**src/rtl/serial_ripple_adder_if.sv**
```systemverilog
// Operand/result bundle for the bit-serial adder: requester drives the
// operands and start, the adder returns status and the registered result.
interface serial_ripple_adder_if #(
    parameter int unsigned WIDTH = 8
);
    logic             start;
    logic [WIDTH-1:0] a;
    logic [WIDTH-1:0] b;
    logic             cin;
    logic             busy;
    logic             done;
    logic [WIDTH-1:0] sum;
    logic             cout;

    modport master (
        output start, a, b, cin,
        input  busy, done, sum, cout
    );

    modport slave (
        input  start, a, b, cin,
        output busy, done, sum, cout
    );
endinterface

```
**src/rtl/serial_ripple_adder.sv**
```systemverilog
// Bit-serial WIDTH-bit adder: one full-adder evaluation per clock, LSB first,
// with the running carry held in a flop. Result is published only on RUN->DONE.
module serial_ripple_adder #(
    parameter int unsigned WIDTH = 8
) (
    input logic                  clk,
    input logic                  rst,
    serial_ripple_adder_if.slave bus
);

    localparam int unsigned CntW = (WIDTH > 1) ? $clog2(WIDTH) : 1;
    localparam logic [CntW-1:0] CntLast = CntW'(WIDTH - 1);

    typedef enum logic [1:0] {StIdle, StRun, StDone} state_e;

    state_e state_q, state_d;

    logic [WIDTH-1:0] a_sr_q, a_sr_d;
    logic [WIDTH-1:0] b_sr_q, b_sr_d;
    logic [WIDTH-1:0] res_q, res_d;
    logic [WIDTH-1:0] sum_q, sum_d;
    logic             carry_q, carry_d;
    logic             cout_q, cout_d;
    logic [CntW-1:0]  cnt_q, cnt_d;

    logic accept;
    logic last_bit;
    logic fa_sum;
    logic fa_carry;
    logic busy;
    logic done;

    // A start is taken whenever the adder is not mid-addition.
    assign accept   = bus.start && (state_q != StRun);
    assign last_bit = (state_q == StRun) && (cnt_q == CntLast);

    // Single full-adder cell fed from the operand shift registers' LSBs.
    assign fa_sum   = a_sr_q[0] ^ b_sr_q[0] ^ carry_q;
    assign fa_carry = (a_sr_q[0] & b_sr_q[0]) | (carry_q & (a_sr_q[0] ^ b_sr_q[0]));

    // State register.
    always_ff @(posedge clk or posedge rst) begin
        if (rst) begin
            state_q <= StIdle;
        end else begin
            state_q <= state_d;
        end
    end

    // Next-state logic.
    always_comb begin
        state_d = state_q;
        unique case (state_q)
            StIdle:  if (accept) state_d = StRun;
            StRun:   if (last_bit) state_d = StDone;
            StDone:  state_d = accept ? StRun : StIdle;
            default: state_d = StIdle;
        endcase
    end

    // Status outputs decoded from state.
    always_comb begin
        busy = 1'b0;
        done = 1'b0;
        unique case (state_q)
            StIdle:  ;
            StRun:   busy = 1'b1;
            StDone:  done = 1'b1;
            default: ;
        endcase
    end

    // Datapath next-state: operand load, per-bit shift, and result publish.
    always_comb begin
        a_sr_d  = a_sr_q;
        b_sr_d  = b_sr_q;
        res_d   = res_q;
        carry_d = carry_q;
        cnt_d   = cnt_q;
        sum_d   = sum_q;
        cout_d  = cout_q;
        if (accept) begin
            a_sr_d  = bus.a;
            b_sr_d  = bus.b;
            carry_d = bus.cin;
            cnt_d   = '0;
        end else if (state_q == StRun) begin
            a_sr_d  = {1'b0, a_sr_q[WIDTH-1:1]};
            b_sr_d  = {1'b0, b_sr_q[WIDTH-1:1]};
            res_d   = {fa_sum, res_q[WIDTH-1:1]};
            carry_d = fa_carry;
            if (last_bit) begin
                // Counter parks at the last index; sum/cout change only here.
                sum_d  = {fa_sum, res_q[WIDTH-1:1]};
                cout_d = fa_carry;
            end else begin
                cnt_d = cnt_q + 1'b1;
            end
        end
    end

    // Datapath registers.
    always_ff @(posedge clk or posedge rst) begin
        if (rst) begin
            a_sr_q  <= '0;
            b_sr_q  <= '0;
            res_q   <= '0;
            carry_q <= 1'b0;
            cnt_q   <= '0;
            sum_q   <= '0;
            cout_q  <= 1'b0;
        end else begin
            a_sr_q  <= a_sr_d;
            b_sr_q  <= b_sr_d;
            res_q   <= res_d;
            carry_q <= carry_d;
            cnt_q   <= cnt_d;
            sum_q   <= sum_d;
            cout_q  <= cout_d;
        end
    end

    assign bus.busy = busy;
    assign bus.done = done;
    assign bus.sum  = sum_q;
    assign bus.cout = cout_q;

endmodule

```
**src/flat_wrapper.sv**
```systemverilog
// flat-port wrapper written by rule: the top's interface ports become plain ports
module serial_ripple_adder_flat 
#(
    parameter int unsigned WIDTH = 8
)
  (clk, rst, bus_start, bus_a, bus_b, bus_cin, bus_busy, bus_done, bus_sum, bus_cout);
  serial_ripple_adder_if #(.WIDTH(WIDTH)) bus_i ();
  input logic clk;
  input logic rst;
  input wire logic [$bits(bus_i.start)-1:0] bus_start;
  input wire logic [$bits(bus_i.a)-1:0] bus_a;
  input wire logic [$bits(bus_i.b)-1:0] bus_b;
  input wire logic [$bits(bus_i.cin)-1:0] bus_cin;
  output wire logic [$bits(bus_i.busy)-1:0] bus_busy;
  output wire logic [$bits(bus_i.done)-1:0] bus_done;
  output wire logic [$bits(bus_i.sum)-1:0] bus_sum;
  output wire logic [$bits(bus_i.cout)-1:0] bus_cout;
  assign bus_i.start = bus_start;
  assign bus_i.a = bus_a;
  assign bus_i.b = bus_b;
  assign bus_i.cin = bus_cin;
  assign bus_busy = bus_i.busy;
  assign bus_done = bus_i.done;
  assign bus_sum = bus_i.sum;
  assign bus_cout = bus_i.cout;
  serial_ripple_adder #(.WIDTH(WIDTH)) u_core (.clk(clk), .rst(rst), .bus(bus_i));
endmodule
```
**config.mk**
```make
export PLATFORM = sky130hd
export DESIGN_NAME = serial_ripple_adder_flat
export DESIGN_NICKNAME = d
export VERILOG_FILES = /design/src/rtl/serial_ripple_adder_if.sv /design/src/rtl/serial_ripple_adder.sv /design/src/flat_wrapper.sv
export SDC_FILE = /design/constraint.sdc
export NUM_CORES = 1
export LEC_CHECK = 0
export ABC_CLOCK_PERIOD_IN_PS = 2670
export CAP_MARGIN = 20
export CORE_UTILIZATION = 45
export DETAILED_ROUTE_END_ITERATION = 16
export PLACE_DENSITY = 0.7
export SLEW_MARGIN = 30
export SYNTH_ARGS = -nofsm -noshare
export SYNTH_HDL_FRONTEND = slang
export SYNTH_SLANG_ARGS = --single-unit
export TNS_END_PERCENT = 20
```
**constraint.sdc**
```tcl
create_clock -name clk -period 2.67 [get_ports clk]
set_input_delay 0.534 -clock clk [delete_from_list [all_inputs] [get_ports clk]]
set_output_delay 0.534 -clock clk [all_outputs]
set_load 0.03 [all_outputs]
```
---- After elaboration in Yosys (flattened, before gate mapping) ----
Cells that the tools add are included.
Widths: inputs -> output; s select.
word-level totals
  register bits after elaboration ......... 39
  input port bits ......................... 20
  output and inout port bits .............. 11
  logic and storage cells ................. 45
operators by class
  add/sub/neg operators ................... 1
  eq/ne operators ......................... 7
  muxes and demuxes ....................... 15
  bitwise operators ....................... 6
  reductions and logical operators ........ 8
operator list
  operator             number
  $mux 8               4
  $mux 3               3
  $ne 2x1->1 const B   4
  $pmux 2 s3           1
  $reduce_and 2->1     3
  $mux 1               5
  $mux 2               2
  $add 3x1->3 const B  1
  $eq 3x3->1 const B   1
  $reduce_and 3->1     1
  $and 1x1->1          2
  $eq 2x1->1 const B   1
  $eq 2x2->1 const B   1
  $logic_and 1x1->1    2
  $logic_not 2->1      1
  $reduce_bool 2->1    1
  $xor 1x1->1          2
  $not 1->1            1
  $or 1x1->1           1

---- Longest topological paths before layout ----
Gate-level depths: netlist of the first run.
  depth in word-level cells ............... 5
  gate-level depth with buffers ........... 6
  gate-level depth less buffers ........... 4

---- Worst setup path before layout of the first run ----
Ideal clock, no wire load.
  path type ............................... reg2reg
  start ................................... register u_core.cnt_q[0]
  end ..................................... register u_core.cout_q (netlist: u_core.bus.cout)
  library setup time ...................... 0.125 ns
  arrival time ............................ 1.500 ns
  required time ........................... 2.545 ns
  setup slack ............................. 1.045 ns
  cell stages (with the launch flop) ...... 7
  path buffers ............................ 2
  clock period less this slack ............ 1.625 ns
  cell sequence ........................... dfrtp_1 ha_1 ha_1 clkbuf_2 nand3b_1 buf_2 mux2_2
between the ends
  cells in the longest elaborated chain, start to end .. 3
RTL lines
  element                            RTL line                    source
  start: declaration                 serial_ripple_adder.sv:24   logic [CntW-1:0] cnt_q, cnt_d;
  start signal: assignment           serial_ripple_adder.sv:117  cnt_q <= cnt_d;
  $eq 3x3->1                         serial_ripple_adder.sv:35   assign last_bit = (state_q == StRun) && (cnt_q == CntLast);
  $logic_and 1x1->1                  serial_ripple_adder.sv:35
  $reduce_and 3->1 (no source line)  -
  end signal: assignment             serial_ripple_adder.sv:119  cout_q <= cout_d;
  end: declaration                   serial_ripple_adder.sv:23   logic cout_q, cout_d;
Every way passes these cells.
A chain may end at the register's enable or synchronous reset.

---- Worst setup path after layout of the first run ----
  start ................................... register u_core.state_q[1]
  end ..................................... output port bus_busy
between the ends
  cells in the longest elaborated chain, start to end .. 2
RTL lines
  element                   RTL line                   source
  start: declaration        serial_ripple_adder.sv:16  state_e state_q, state_d;
  start signal: assignment  serial_ripple_adder.sv:44  state_q <= StIdle;
  start signal: assignment  serial_ripple_adder.sv:46  state_q <= state_d;
  $eq 2x1->1                serial_ripple_adder.sv:65  unique case (state_q)
  $mux 1                    serial_ripple_adder.sv:65
  end: declaration          flat_wrapper.sv:14         output wire logic [$bits(bus_i.busy)-1:0] bus_busy;
Every way passes these cells.

==> run metrics, run 1 <==
run status completed; worst slew pin tran approximately 0.52 ns; core area about 3700 um2; Synth Flop Type dfrtp_1; CTS Hold Bufs 0; maxcap violations 0; dpl hpwl ~1.7 mm; Initial Util 0.474; total track usage 0.145; post_cts resized 0; full die area 4170 um2; Req. time, crit path 2.14 ns; Synth cell types 17; HP Class flop to flop; RSZ-0062 raised after global routing false; Antenna Cells 0; maximum VDD drop 0.000492 V; Worst Skew 0.00249 ns; setup violators final 0; CTS tree done; via count approximately 950; design area about 2200 um2; area share of the largest cell type after synthesis 0.540; Synth area leader dfrtp_1; crit path capture type output port; Tmin final 2.30 ns; fin worst setup slack roughly 0.37 ns; final wirelength 2.58 mm; Detailed Route Iter0 Violations 37; routability cong. 0.688; leakage 0.000998 uW; FF-to-FF setup slack 0.85 ns; first-pass GRT wire length approximately 4.6 mm; Slew Viols, Final 0; Antenna Nets Post-Route 0; die height 64.5 um; number of synthesized flops with an enable pin 0; port buffer count 30; num rows 22; Slew HR 0.655; part of the cycle the worst path needs 0.861; Post-CTS Setup Inserts 0; drt first pass iters 3; Syn Nets 138; vias in the first global route around 1,100; largest net degree at the start of global routing 39; Layout area overhead 24.2%; Crit path arrival time 1.76 ns; TritonCTS Sinks 38; proportion of layout cells with a drive suffix above 1 0.383; Final Hold Vio Count 0; largest cells by area after synthesis dfrtp_1 (54%), mux2_2 (25%), mux2_4 (6.8%), mux2i_1 (4.0%), buf_6 (2.6%); count leader, synth mux2_2; worst-skew pair later-pin latency 0.28 ns; Num CTS Buffers 5; placed inst area 2080 um2; GRT overflow 0; Reg clk slew, reported paths 0.07 ns; Yosys reg bits 38; synth cell count leaders mux2_2 (39), dfrtp_1 (38), mux2_4 (8), mux2i_1 (7); CTS H-tree lvls 2; Syn Inst Count 115; critical path class flop to output port; met3 Usage GRT 0.0423; met2 GRT Util 0.257; root buffer cell clkbuf_8; post-synthesis sequential area ratio 0.540; width of the die 64.5 um; yosys warns 0; Vias/cell 4.83; Ports 31; CP max FO 11; post-synthesis area per instance 15.3 um2; Filler cells 303; Max Clk Rate about 440 MHz; Clock Tree Buf Depth 2; Cell Area, Synth 1760 um2; WL/cell 13.1 um; dpl ws 0.659 ns; initial antenna violation count 0; Async SR Flop Fraction 1.00; GR Layer Usage met1 0.170; Startpoint Class flop; DRC 0; Most Crowded Layer GR met2; Setup TNS 0 ns; # nets final 171; P per Cell Area 1150 nW/um2
==> power by group <==
| group | switching (uW) | internal, uW | total [uW] |
|---|---|---|---|
| logic | 450 | 610 | 1060 |
| registers | 149 | 837 | 986 |
| clock network | 186 | 279 | 465 |
| total | 785 | 1730 | 2510 |
==> registers in the layout, summed over array words and instances (netlist names) <==
register,flops
u_core.a_sr_q,8
u_core.cnt_q,3
u_core.b_sr_q,8
u_core.bus.cout,1
u_core.state_q,2
u_core.carry_q,1
u_core.res_q,7
u_core.bus.sum,8
==> area by class of cell <==
cell class | count | area, um2 | share of cell area
clock inverter | 1 | 30.0 | 0.0137
clock buffer | 7 | 76.3 | 0.0349
timing repair buffer | 33 | 323 | 0.148
sequential | 38 | 951 | 0.435
multi-input combinational | 67 | 733 | 0.335
inverter | 3 | 13.8 | 0.00629
tap | 48 | 60.1 | 0.0275
==> per-layer routing <==
| metal | share of wire | vias up |
|---|---|---|
| li1 | - | 464 |
| met1 | 0.48 | 468 |
| met3 | 0.037 | 2 |
| met2 | 0.48 | 17 |
| met4 | 0.0050 | 0 |
| met5 | 0 | - |
==> logic make-up after synthesis <==
group	after synthesis	synth area share
XOR/XNOR	1	0.00498
adder cells (fa/ha/maj)	3	0.0256
buffers and inverters	10	0.0434
flip-flops	38	0.540
multiplexers	54	0.358
AND/OR/NAND/NOR	9	0.0284
==> worst max-delay path: stages (launching register included) <==
cell and delay (ns):
dfrtp_1 0.41, nand2b_1 0.20, inv_4 0.18, clkdlybuf4s50_1 0.70
==> final timing paths <==
| kind | start | cells past startpoint | endpoint |
|---|---|---|---|
| min in group asynchronous | rst | 3 | u_core.res_q[1] |
| worst min-delay path | u_core.a_sr_q[5] | 1 | u_core.a_sr_q[4] |
| worst max register to register | u_core.cnt_q[0] | 4 | u_core.bus.sum[7] |
| worst max-delay path | u_core.state_q[1] | 3 | bus_busy |
| worst min register to register | u_core.a_sr_q[5] | 1 | u_core.a_sr_q[4] |
| max in group asynchronous | rst | 3 | u_core.a_sr_q[6] |
==> cell usage in the layout, fill, tap and decap left out <==
cell and count:
clkbuf_8 5, inv_1 2, clkbuf_1 2, xor2_1 1, mux2i_1 7, mux2_2 39
nor2_1 3, buf_4 3, clkdlybuf4s50_1 30, nor2b_1 1, mux2_4 8, nand2b_1 4
nand3b_1 1, fa_1 1, inv_4 1, bufinv_16 1, ha_1 2, dfrtp_1 38
==> through the flow <==
stage                     std cells  hold slack (ns)  total power, uW   util
after floorplan                 115            0.477             1800      -
after global placement          189            0.483             2030  0.560
after detailed placement        189            0.491             2070  0.560
after CTS                       197            0.507             2550  0.589
after global routing            197            0.520             2680  0.589
final                           197            0.503             2510  0.589
Note: power is estimated with default switching activity, not from simulation.
==> run 2, diff against run 1 <==
- SETUP_SLACK_MARGIN: unset -> 0.5
==> run 2 against run 1 <==
Against the previous run:
- routed wire length stayed put
- clock power hardly changed
- utilization hardly changed
- non-clock buffer count stayed put
- worst hold slack stayed put
- fmax is 13% higher
- setup slack better by 0.27 ns
- largest cell class unchanged
==> run metrics, run 2 (synthesized netlist as in run 1, its figures left out) <==
run status completed; Crit path arrival time 1.49 ns (-0.27 ns); Clock Tree Buf Depth 2 (unchanged); Startpoint Class flop; total track usage 0.145 (unchanged); CP max FO 4 (-7); Antenna Nets Post-Route 0 (unchanged); TritonCTS Sinks 38 (unchanged); final wirelength 2.58 mm (unchanged); full die area 4170 um2 (unchanged); Initial Util 0.474 (unchanged); maxcap violations 0 (unchanged); design area 2190 um2 (about the same); RR Startpoint u_core.cnt_q[0]; worst-skew pair later-pin latency 0.28 ns (about the same); Max Clk Rate 493 MHz (+13%); FF-to-FF setup slack 0.85 ns (about the same); drt first pass iters 3 (unchanged); final core occ 0.588 (about the same); Num CTS Buffers 5 (unchanged); most frequent cells in the layout mux2_2 (39), dfrtp_1 (38), clkdlybuf4s50_1 (29), mux2_4 (8), mux2i_1 (7); GRT overflow 0 (unchanged); part of the cycle the worst path needs 0.759 (-0.102); Setup TNS 0 ns (unchanged); worst hold endpoint u_core.a_sr_q[4]; CTS tree done; crit path capture type output port; dpl hpwl 1.72 mm (unchanged); Reg clk slew, reported paths 0.07 ns (about the same); maximum VDD drop 0.000492 V (about the same); Final Hold Vio Count 0 (unchanged); HP Class flop to flop; setup violators final 0 (unchanged); num rows 22 (unchanged); WL/cell 13.1 um (unchanged); CTS Hold Bufs 0 (unchanged); leakage 0.000997 uW (about the same); largest net degree at the start of global routing 39 (unchanged); Worst Skew 0.00249 ns (unchanged); core area 3720 um2 (unchanged); # nets final 171 (unchanged); Worst setup startpoint u_core.state_q[0]; critical path class flop to output port; worst reg2reg path endpoint u_core.bus.sum[7]; Layout area overhead 24.2% (about the same); die height 64.5 um (unchanged); Tmin final 2.03 ns (-0.272 ns); Cells on Worst Hold Path 1 (unchanged); Slew HR 0.655 (unchanged); P per Cell Area 1150 nW/um2 (-0.17%); vias in the first global route 1,084 (unchanged); port buffer count 30 (unchanged); Req. time, crit path 2.14 ns (about the same); Antenna Cells 0 (unchanged); Slew Viols, Final 0 (unchanged); FF-to-FF path depth 4 (unchanged); root buffer cell clkbuf_8; commonest non-fill, non-tap cell in the layout mux2_2; via count 951 (unchanged); hold path start u_core.a_sr_q[5]; DRC 0 (unchanged); Ports 31 (unchanged); initial antenna violation count 0 (unchanged); routability cong. 0.688 (unchanged); RSZ-0062 raised after global routing false; CTS H-tree lvls 2 (unchanged); Vias/cell 4.83 (unchanged); placed inst area 2080 um2 (unchanged); Detailed Route Iter0 Violations 37 (unchanged); worst slew pin tran 0.516 ns (unchanged); proportion of layout cells with a drive suffix above 1 0.383 (unchanged); first-pass GRT wire length 4.64 mm (unchanged); width of the die 64.5 um (unchanged)
run 2: cell types whose count changed in the layout (fill, tap and decap cells not counted), sizes merged:
cell           delta
clkdlybuf4s50     -1
dlygate4sd2       +1
run 2: cell type report:
cell class	count	area, um2
fill	302	1530
sequential	38	951
multi-input combinational	67	733
timing repair buffer	33	322
clock buffer	7	76.3
tap	48	60.1
clock inverter	1	30.0
inverter	3	13.8
run 2: critical path, stage by stage (launching register included):
cell and delay (ns):
dfrtp_1 0.41, nor2b_1 0.12, clkdlybuf4s50_1 0.68
run 2: report_power, final:
| part | switching [uW] | internal [uW] |
|---|---|---|
| registers | 149 | 837 |
| clock network | 186 | 279 |
| logic | 450 | 605 |
| total | 784 | 1720 |
run 2: worst max-delay path by stage:
stage | endpoint | slack [ns] | depth (start not counted)
after floorplan | u_core.bus.cout | 1.05 | 6
after global placement | u_core.a_sr_q[0] | 0.67 | 4
after detailed placement | u_core.b_sr_q[5] | 0.66 | 4
after CTS | bus_done | 0.63 | 2
after global routing | bus_done | 0.58 | 2
final | bus_done | 0.64 | 2
run 2: repair_timing:
item,4_1_cts,5_1_grt
gates resized for setup,1,0
buffers inserted,0,0
endpoints found under the hold margin,0,0
setup endpoints to repair,1,0
run 2: per-stage QoR:
step | worst slack (ns) | hold slack [ns] | power [uW] | instances
after floorplan | 1.05 | 0.477 | 1800 | 115
after global placement | 0.667 | 0.483 | 2030 | 189
after detailed placement | 0.659 | 0.491 | 2070 | 189
after CTS | 0.630 | 0.507 | 2540 | 197
after global routing | 0.579 | 0.520 | 2670 | 197
final | 0.644 | 0.503 | 2510 | 197
run 2: per-layer routing:
metal,routed length [um],track usage,share of wire,vias to the layer above
met4,13,0.0417,0.0050,0
met2,1240,0.257,0.48,17
met5,0,0,0,-
met1,1240,0.170,0.48,468
li1,-,-,-,464
met3,95,0.0423,0.037,2
==> run 3, diff against run 2 <==
- ABC_CLOCK_PERIOD_IN_PS: 2670 -> 1900
- clock period: 2.67 -> 1.9 ns (I/O delays scaled with it)
==> run 3 against run 2 <==
Against the previous run:
- design area rose by 7.1%
- via count rose by 6.5%
- largest cell class unchanged
- routed wire length rose by 15%
- critical endpoint is now u_core.bus.sum[1]
- sequential power rose by 42%
- clock skew rose by 0.0037 ns
==> run metrics, run 3 (synthesized netlist as in run 1, its figures left out) <==
run status completed; Clock Tree Buf Depth 2 (unchanged); Antenna Nets Post-Route 0 (unchanged); CP bufs+invs 1 (unchanged); Flop pwr share 0.377 (-0.017); Slew HR 0.683 (+0.0277); routability cong. 0.725 (+5.3%); CTS H-tree lvls 2 (unchanged); final wirelength 2.96 mm (+15%); Slew Viols, Final 0 (unchanged); Layout area overhead 33.0%; full die area 4170 um2 (unchanged); Detailed Route Iter0 Violations 25 (-32%); Final Hold Vio Count 0 (unchanged); Startpoint Class flop; combinational power share 0.444 (+0.023); TritonCTS Sinks 38 (unchanged); total track usage 0.173 (+0.0277); RSZ-0062 raised after global routing true; crit path capture type flop; FF-to-FF setup slack 0.42 ns (-0.43 ns); Reg clk slew, reported paths 0.07 ns (about the same); num rows 22 (unchanged); Crit path arrival time 1.66 ns (+0.17 ns); worst-skew pair later-pin latency 0.29 ns (about the same); Sw Pwr 1190 uW (+51%); Int Pwr 2530 uW (+47%); commonest non-fill, non-tap cell in the layout dfrtp_1; largest net degree at the start of global routing 39 (unchanged); GRT overflow 0 (unchanged); WL/cell 14.4 um (+9.7%); Num CTS Buffers 5 (unchanged); Ports 31 (unchanged); Switching Fraction 0.320 (+0.00678); Vias/cell 4.92 (+1.9%); die height 64.5 um (unchanged); CP delay by family, top flip-flops; P per Cell Area 1590 nW/um2 (+38%); drt first pass iters 2 (-1); worst slew pin tran 0.476 ns (-0.0399 ns); RR Startpoint u_core.cnt_q[0]; worst-path cell chain ha_2 > ha_4 > nand3b_1 > buf_6 > mux2_4; DRC 0 (unchanged); Tmin final 1.48 ns; Clock power frac 0.180 (-0.006); vias in the first global route 1,039 (-4.2%); proportion of layout cells with a drive suffix above 1 0.500 (+0.117); worst reg2reg path endpoint u_core.bus.sum[1]; # nets final 180 (+5.3%); CTS Hold Bufs 0 (unchanged); core area 3720 um2 (unchanged); Tot Pwr 3710 uW (+48%); leakage 0.00111 uW (+11%); FF-to-FF path depth 5 (+1); CTS tree done; critical path's largest stage delay 0.40 ns (-0.28 ns); Worst path slowest cell dfrtp_1; Req. time, crit path 2.08 ns (-0.06 ns); HP Class input port to async pin; Worst Skew 0.00622 ns (+0.00373 ns); maximum VDD drop 0.000693 V (+41%); Setup TNS 0 ns (unchanged); setup violators final 0 (unchanged); first-pass GRT wire length 5.21 mm (+12%); port buffer count 30 (unchanged); Initial Util 0.474 (unchanged); initial antenna violation count 0 (unchanged); Max Clk Rate 673 MHz; maxcap violations 0 (unchanged); Antenna Cells 0 (unchanged); CP max FO 5 (+1); width of the die 64.5 um (unchanged); via count 1,013 (+6.5%); part of the cycle the worst path needs 0.781; most frequent cells in the layout dfrtp_1 (38), mux2_2 (34), clkdlybuf4s50_1 (18), mux2_4 (13), buf_4 (10); root buffer cell clkbuf_8; dpl hpwl 1.83 mm (+6.4%); critical path class flop to flop; Filler cells 309 (+2.3%)
[run 3: cell types whose count changed in the layout (fill, tap and decap cells not counted), sizes merged]
cell and delta:
clkdlybuf4s50 -11, buf +10, clkdlybuf4s15 +6, dlygate4sd2 +3, clkbuf -2, clkinv +2
bufbuf +1
[run 3: worst max-delay path by stage]
stage               startpoint           endpoint  depth (start not counted)
2_1_floorplan  u_core.cnt_q[0]    u_core.bus.cout                          6
4_1_cts        u_core.cnt_q[1]  u_core.bus.sum[1]                          5
3_3_place_gp         bus_start   u_core.b_sr_q[0]                          4
3_5_place_dp         bus_start   u_core.b_sr_q[1]                          4
6_report       u_core.cnt_q[0]  u_core.bus.sum[1]                          5
5_1_grt        u_core.cnt_q[0]  u_core.bus.sum[1]                          5
[run 3: stage by stage]
step,cells,cell area (um2),setup WS [ns],hold slack [ns],utilization
after global routing,206,2340,0.349,0.525,0.630
after detailed placement,190,2100,0.0935,0.492,0.566
final,206,2340,0.415,0.501,0.630
after CTS,205,2310,0.415,0.502,0.623
after floorplan,115,1780,0.384,0.477,-
after global placement,190,2100,0.121,0.482,0.566
[run 3: what timing repair did]
action	4_1_cts	5_1_grt
buffers inserted	5	1
gates resized for setup	33	5
cloned	2	0
endpoints found under the setup margin	35	14
pin swaps	1	1
[run 3: tightest hold or removal path, delay by kind of cell]
kind | cells | cell delay, ns
buffers and inverters | 3 | 0.86
[run 3: per-layer routing]
| metal | vias up | global-route usage | share of wire |
|---|---|---|---|
| met3 | 6 | 0.0546 | 0.045 |
| li1 | 482 | - | - |
| met1 | 505 | 0.235 | 0.47 |
| met4 | 0 | 0.0750 | 0.021 |
| met5 | - | 0 | 0 |
| met2 | 20 | 0.253 | 0.46 |
[run 3: final cells by class]
cell class | instances | area [um2] | area share
multi-input combinational | 67 | 774 | 0.331
inverter | 3 | 13.8 | 0.00588
timing repair buffer | 42 | 433 | 0.185
sequential | 38 | 951 | 0.406
tap | 48 | 60.1 | 0.0257
clock inverter | 3 | 40.0 | 0.0171
clock buffer | 5 | 68.8 | 0.0294
[run 3: power groups by stage]
stage	Sequential, uW	Combinational, uW	Clock (uW)
floorplan	1540	1010	0
global placement	1390	1480	0
detailed placement	1410	1520	0
CTS	1400	1600	690
global route	1450	1790	726
finish	1400	1650	667
